**config.mk**
```make
export PLATFORM = sky130hd
export DESIGN_NAME = par_nibble_rx
export DESIGN_NICKNAME = d
export VERILOG_FILES = /design/src/rtl/par_nibble_rx.sv
export SDC_FILE = /design/constraint.sdc
export NUM_CORES = 1
export LEC_CHECK = 0
export ABC_AREA = 1
export BUFFER_PORTS_ARGS = -buffer_cell sky130_fd_sc_hd__buf_2
export CORE_MARGIN = 5
export CORE_UTILIZATION = 40
export CTS_CLUSTER_SIZE = 16
export DETAILED_ROUTE_END_ITERATION = 10
export GPL_TIMING_DRIVEN = 0
export PLACE_DENSITY = 0.73
export SYNTH_ARGS = -nofsm -noshare
export SYNTH_HDL_FRONTEND = slang
export SYNTH_SLANG_ARGS = --single-unit
```
**constraint.sdc**
```tcl
create_clock -name clk -period 1.25 [get_ports clk]
set_input_delay 0 -clock clk [delete_from_list [all_inputs] [get_ports clk]]
set_output_delay 0 -clock clk [all_outputs]
set_load 0.05 [all_outputs]
```
**src/rtl/par_nibble_rx.sv**
```systemverilog
// Serial nibble + parity receiver; result registered on the edge that samples the parity bit.
// Backpressure: a frame completing while the output is held (m_valid && !m_ready) is dropped and sets sticky ovr.
module par_nibble_rx #(
  parameter bit EVEN_PAR = 1'b1
) (
  input  logic       clk,
  input  logic       rst_n,
  input  logic       s_valid,
  input  logic       s_bit,
  input  logic       frame_sync,
  output logic       m_valid,
  input  logic       m_ready,
  output logic [3:0] m_data,
  output logic       m_perr,
  output logic       ovr,
  input  logic       ovr_clr
);

  logic [2:0] cnt;
  logic [3:0] sh;
  logic       complete;
  logic       out_free;
  logic       p;
  logic       perr;

  // A parity bit that arrives together with frame_sync is re-used as data bit 0.
  assign complete = s_valid && !frame_sync && (cnt == 3'd4);
  assign out_free = !m_valid || m_ready;
  assign p        = (^sh) ^ s_bit;
  assign perr     = EVEN_PAR ? p : ~p;

  always_ff @(posedge clk) begin
    if (!rst_n) begin
      cnt     <= 3'd0;
      sh      <= 4'h0;
      m_valid <= 1'b0;
      m_data  <= 4'h0;
      m_perr  <= 1'b0;
      ovr     <= 1'b0;
    end else begin
      if (frame_sync) begin
        sh  <= {3'b000, s_valid & s_bit};
        cnt <= s_valid ? 3'd1 : 3'd0;
      end else if (s_valid) begin
        if (cnt == 3'd4) begin
          cnt <= 3'd0;
        end else begin
          sh[cnt[1:0]] <= s_bit;
          cnt          <= cnt + 3'd1;
        end
      end

      if (m_valid && m_ready) begin
        m_valid <= 1'b0;
      end
      if (complete && out_free) begin
        m_data  <= sh;
        m_perr  <= perr;
        m_valid <= 1'b1;
      end

      // Set beats clear when both happen in the same cycle.
      if (complete && !out_free) begin
        ovr <= 1'b1;
      end else if (ovr_clr) begin
        ovr <= 1'b0;
      end
    end
  end

endmodule
```
=== Word-level counts from Yosys, hierarchy flattened ===
Index checks and enable logic that the tools add are counted.

* Word-level logic and storage cells: 47
* Output and inout bits: 7
* Bits of input ports: 7
* Register bits: 14

* Add/sub/neg operators: 1
* Equal/unequal tests: 2
* Muxes and demuxes: 14
* Order comparisons: 2
* Reductions and logical operators: 17
* Bitwise operators: 4

{| class="wikitable"
|+ Operators by type and width
! cell !! count
|-
| 2-to-1 mux 1 bit || 9
|-
| 2-to-1 mux 3 bit || 3
|-
| logical AND 1 bit || 6
|-
| nonzero test 2 bit || 3
|-
| bitwise mux 4 bit || 1
|-
| AND reduction 2 bit || 2
|-
| XOR reduction 4 bit || 1
|-
| adder 3 x 1 -> 3 bit (second input constant) || 1
|-
| equality test 3 bit (second input constant) || 1
|-
| zero test 1 bit || 3
|-
| < comparator 2 x 3 -> 1 bit (second input constant) || 1
|-
| demux 1 bit (select 2 bit) || 1
|-
| greater-or-equal comparator 2 x 1 -> 1 bit (second input constant) || 1
|-
| inequality test 2 bit (second input constant) || 1
|-
| inverter 1 bit || 2
|-
| OR reduction 2 bit || 1
|-
| AND 1 bit || 1
|-
| logical OR 1 bit || 1
|-
| bitwise XOR 1 bit || 1
|}

=== Logic depth before layout (Yosys ltp) ===
* Depth in word-level cells: 8
* Gate-level depth with buffers: 9
* Mapped depth without buffers: 9

=== Worst setup path after synthesis ===
OpenSTA, ideal clock, no wires.

* Path type: register to register
* Start: reg m_valid
* End: reg m_data[1]
* Data arrival time: 1.146 ns
* Path slack: -0.014 ns
* Period minus slack after synthesis: 1.264 ns
* Library setup time: 0.119 ns
* Buffers on the path: 0
* Cell stages (with the launch flop): 8
* Data required time: 1.131 ns
* Path through: dfxtp_1 > inv_1 > nor2_1 > inv_1 > nand2_4 > clkinv_4 > nand2_1 > a21oi_1

* Longest elaborated chain between the ends: 3

{| class="wikitable"
|+ RTL lines
! item !! line !! text
|-
| start: declaration || 11 || <nowiki>output logic m_valid,</nowiki>
|-
| start signal: assignment || 36 || <nowiki>m_valid <= 1'b0;</nowiki>
|-
| start signal: assignment || 54 || <nowiki>m_valid <= 1'b0;</nowiki>
|-
| start signal: assignment || 59 || <nowiki>m_valid <= 1'b1;</nowiki>
|-
| zero test 1 bit || 28 || <nowiki>assign out_free = !m_valid || m_ready;</nowiki>
|-
| logical OR 1 bit || 28 ||
|-
| logical AND 1 bit || 56 || <nowiki>if (complete && out_free) begin</nowiki>
|-
| end signal: assignment || 57 || <nowiki>m_data <= sh;</nowiki>
|-
| end: declaration || 13 || <nowiki>output logic [3:0] m_data,</nowiki>
|}

Every way passes these cells.
A chain may end at the register's enable or synchronous reset.

=== Final worst setup path ===
* Start: reg cnt[1]
* End: reg m_perr

* Longest elaborated chain between the ends: 3

{| class="wikitable"
|+ RTL lines
! item !! line !! text
|-
| start: declaration || 19 || <nowiki>logic [2:0] cnt;</nowiki>
|-
| start signal: assignment || 43 || <nowiki>cnt <= s_valid ? 3'd1 : 3'd0;</nowiki>
|-
| start signal: assignment || 49 || <nowiki>cnt <= cnt + 3'd1;</nowiki>
|-
| equality test 3 bit || 27 || <nowiki>assign complete = s_valid && !frame_sync && (cnt == 3'd4);</nowiki>
|-
| logical AND 1 bit || 27 ||
|-
| logical AND 1 bit || 56 ||
|-
| end signal: assignment || 58 || <nowiki>m_perr <= perr;</nowiki>
|-
| end: declaration || 14 || <nowiki>output logic m_perr,</nowiki>
|}

Every way passes these cells.

==> flow_metrics.tcl <==
set metrics [dict create \
    outcome "complete, no violations" \
    grt_start_max_net_pins 11 \
    synthTopCellsByArea "dfxtp_1, nand2_1, a21oi_1" \
    grt.overflow.total 0 \
    p_total_uw 919 \
    fp-row-count 15 \
    path_clk_slew_ps 90 \
    syn_nets 113 \
    clock-root-buffer "clkbuf_4" \
    grtUsageMet3 0.0258 \
    antenna_left 0 \
    synth.largest_area_cell "dfxtp_1" \
    die_width_um 52.1 \
    peakVddDrop_v 0.000502 \
    grt.busiest_layer "met2" \
    hold-worst-slack_ps 16.9 \
    synth_edf_count 0 \
    cts_buffers 3 \
    grt_pass1_wl_um 2130 \
    worst-path-max-fanout 7 \
    p_comb_frac 0.140 \
    cts_tree "done" \
    avgSynthCellArea_um2 6.94 \
    synth_top_area_frac 0.396 \
    setup_viol 0 \
    ctsLongestPathBuffers 2 \
    grt_pass1_vias 539 \
    syn_to_final_growth_pct 34.5 \
    fmax_ghz 0.848 \
    final_util 0.558 \
    fp.dieArea_mm2 0.00271 \
    p_clk_frac 0.357 \
    drive_gt1_frac 0.323 \
    powerDensity_mw_per_mm2 966 \
    drt_iter0_drc 14 \
    use_met1 0.124 \
    place_inst 140 \
    synthMostInstantiatedCell "nand2_1" \
    async_flop_share 0 \
    finClkSkew_ps 5.29 \
    hold_violations 0 \
    vias 681 \
    synth.cell_area_um2 708 \
    leakagePower_nw 0.446 \
    grt_use_met2 0.174 \
    power.internal_uw 691 \
    ios 14 \
    rsz0062_at_grt "yes" \
    required_ps 1440 \
    start_util 0.415 \
    worst_ep_arrival_time_ps 1370 \
    period_share 0.944 \
    dp_hpwl_um 1050 \
    cp-start-kind "register" \
    gp_congestion 0.776 \
    synth_common_cells "nand2_1, inv_1, dfxtp_1" \
    path_class "register to register" \
    tightest_slew_ps 252 \
    routedWlPerCell_um 9.72 \
    cts_sinks 14 \
    wl_um 1480 \
    worst_setup_path_end_kind "register" \
    core_area_mm2 0.00171 \
    pwr-share-seq 0.503 \
    p_sw_uw 228 \
    antenna_cells 0 \
    hold_path_depth 3 \
    ys_warn_count 0 \
    ys.flop_type "dfxtp_1" \
    final_cells 152 \
    die_y_um 52.1 \
    relSlewSlack 0.833 \
    p_sw_frac 0.248 \
    nets 139 \
    slew_violations 0 \
    fin_crit_ps 1180 \
    antenna_found_initial 0 \
    synth.distinct_cells 14 \
    syn_inst 102 \
    ys_ff_latch 14 \
    cap_viol_max_count 0 \
    holdCritPathClass "input port to register" \
    reg2reg_depth 9 \
    firstDrtPassIters 4 \
    htree_levels 1 \
    io_buffers 13 \
    routed_via_density 4.48 \
    drcViolationCount 0 \
    yosysSeqAreaShare 0.396 \
    track_usage 0.112 \
    clk_latency_ps 280 \
]
## power by group through the flow
stage          Sequential, mW  Combinational, mW  Clock [mW]
2_1_floorplan           0.470             0.0563           0
3_3_place_gp            0.472             0.0791           0
3_5_place_dp            0.472             0.0813           0
4_1_cts                 0.463             0.0938       0.342
5_1_grt                 0.464              0.140       0.360
6_report                0.463              0.129       0.328
## critical path, cell delays in order, from the launching register on
cell and delay [ps]:
dfxtp_2 340, inv_2 80, ha_4 160, nand2_4 60, nor2_4 140, nand2_4 90
clkinv_4 70, nand3_2 60, nand2_1 50, inv_1 30
## flip-flops by register name, indices dropped and copies added, names as in the netlist
name,count
m_perr,1
m_valid,1
cnt,3
ovr,1
sh,4
m_data,4
## path summary, 6_finish.rpt
kind / start / to / slack [ps]
max: cnt[1] / m_perr / 70
min: frame_sync / cnt[0] / 20
max reg2reg: cnt[1] / m_perr / 70
min reg2reg: m_data[3] / m_data[3] / 460
## final cells by class
class / count / area, µm²
Sequential cell: 14 / 284
Clock buffer: 4 / 36.3
Fill cell: 176 / 756
Inverter: 19 / 78.8
Multi-Input combinational cell: 69 / 389
Tap cell: 25 / 31.3
Timing Repair Buffer: 21 / 133
## what timing repair did
action | CTS | global route
setup buffers | 0 | 5
cloned | 0 | 0
hold buffers | 3 | 0
hold endpoints to repair | 3 | 0
endpoints found under the setup margin | 10 | 11
pin swaps | 0 | 4
gates resized for setup | 8 | 10
## cells in the final DEF (no fill, tap or decap), types with 2 or more instances in the layout
| cell type | netlist | routed |
|---|---|---|
| nor2_1 | 8 | 8 |
| nand2_2 | 2 | 4 |
| dlygate4sd3_1 | 0 | 3 |
| a21oi_1 | 13 | 12 |
| dfxtp_1 | 14 | 11 |
| nand3_1 | 7 | 6 |
| buf_4 | 0 | 5 |
| inv_1 | 17 | 14 |
| clkbuf_4 | 0 | 3 |
| o21ai_1 | 0 | 2 |
| buf_2 | 0 | 13 |
| dfxtp_2 | 0 | 3 |
| inv_2 | 1 | 3 |
| nand2_1 | 26 | 23 |
| nand2_4 | 1 | 2 |
| ha_1 | 4 | 3 |
| o21ai_0 | 6 | 3 |
## routing by layer
layer  up-vias  part of all wire
li1        369                 -
met5         -                 0
met3         5             0.048
met4         0             0.032
met2        14              0.48
met1       293              0.43
## cells by family after synthesis
family / Yosys count / synth area share
simple gates: 45 / 0.279
compound gates: 19 / 0.134
buf+inv: 19 / 0.108
flops: 14 / 0.396
fa+ha+maj: 4 / 0.0707
xor+xnor: 1 / 0.0124
## per-stage QoR
step / worst slack (ps) / setup TNS, ps / area (µm²)
floorplan: 17.4 / 0 / 709
global placement: -89.3 / -284 / 806
detailed placement: -188 / -571 / 806
CTS: 9.92 / 0 / 883
global route: -20.0 / -23.5 / 952
finish: 70.2 / 0 / 952
(Power assumes the default switching activity.)
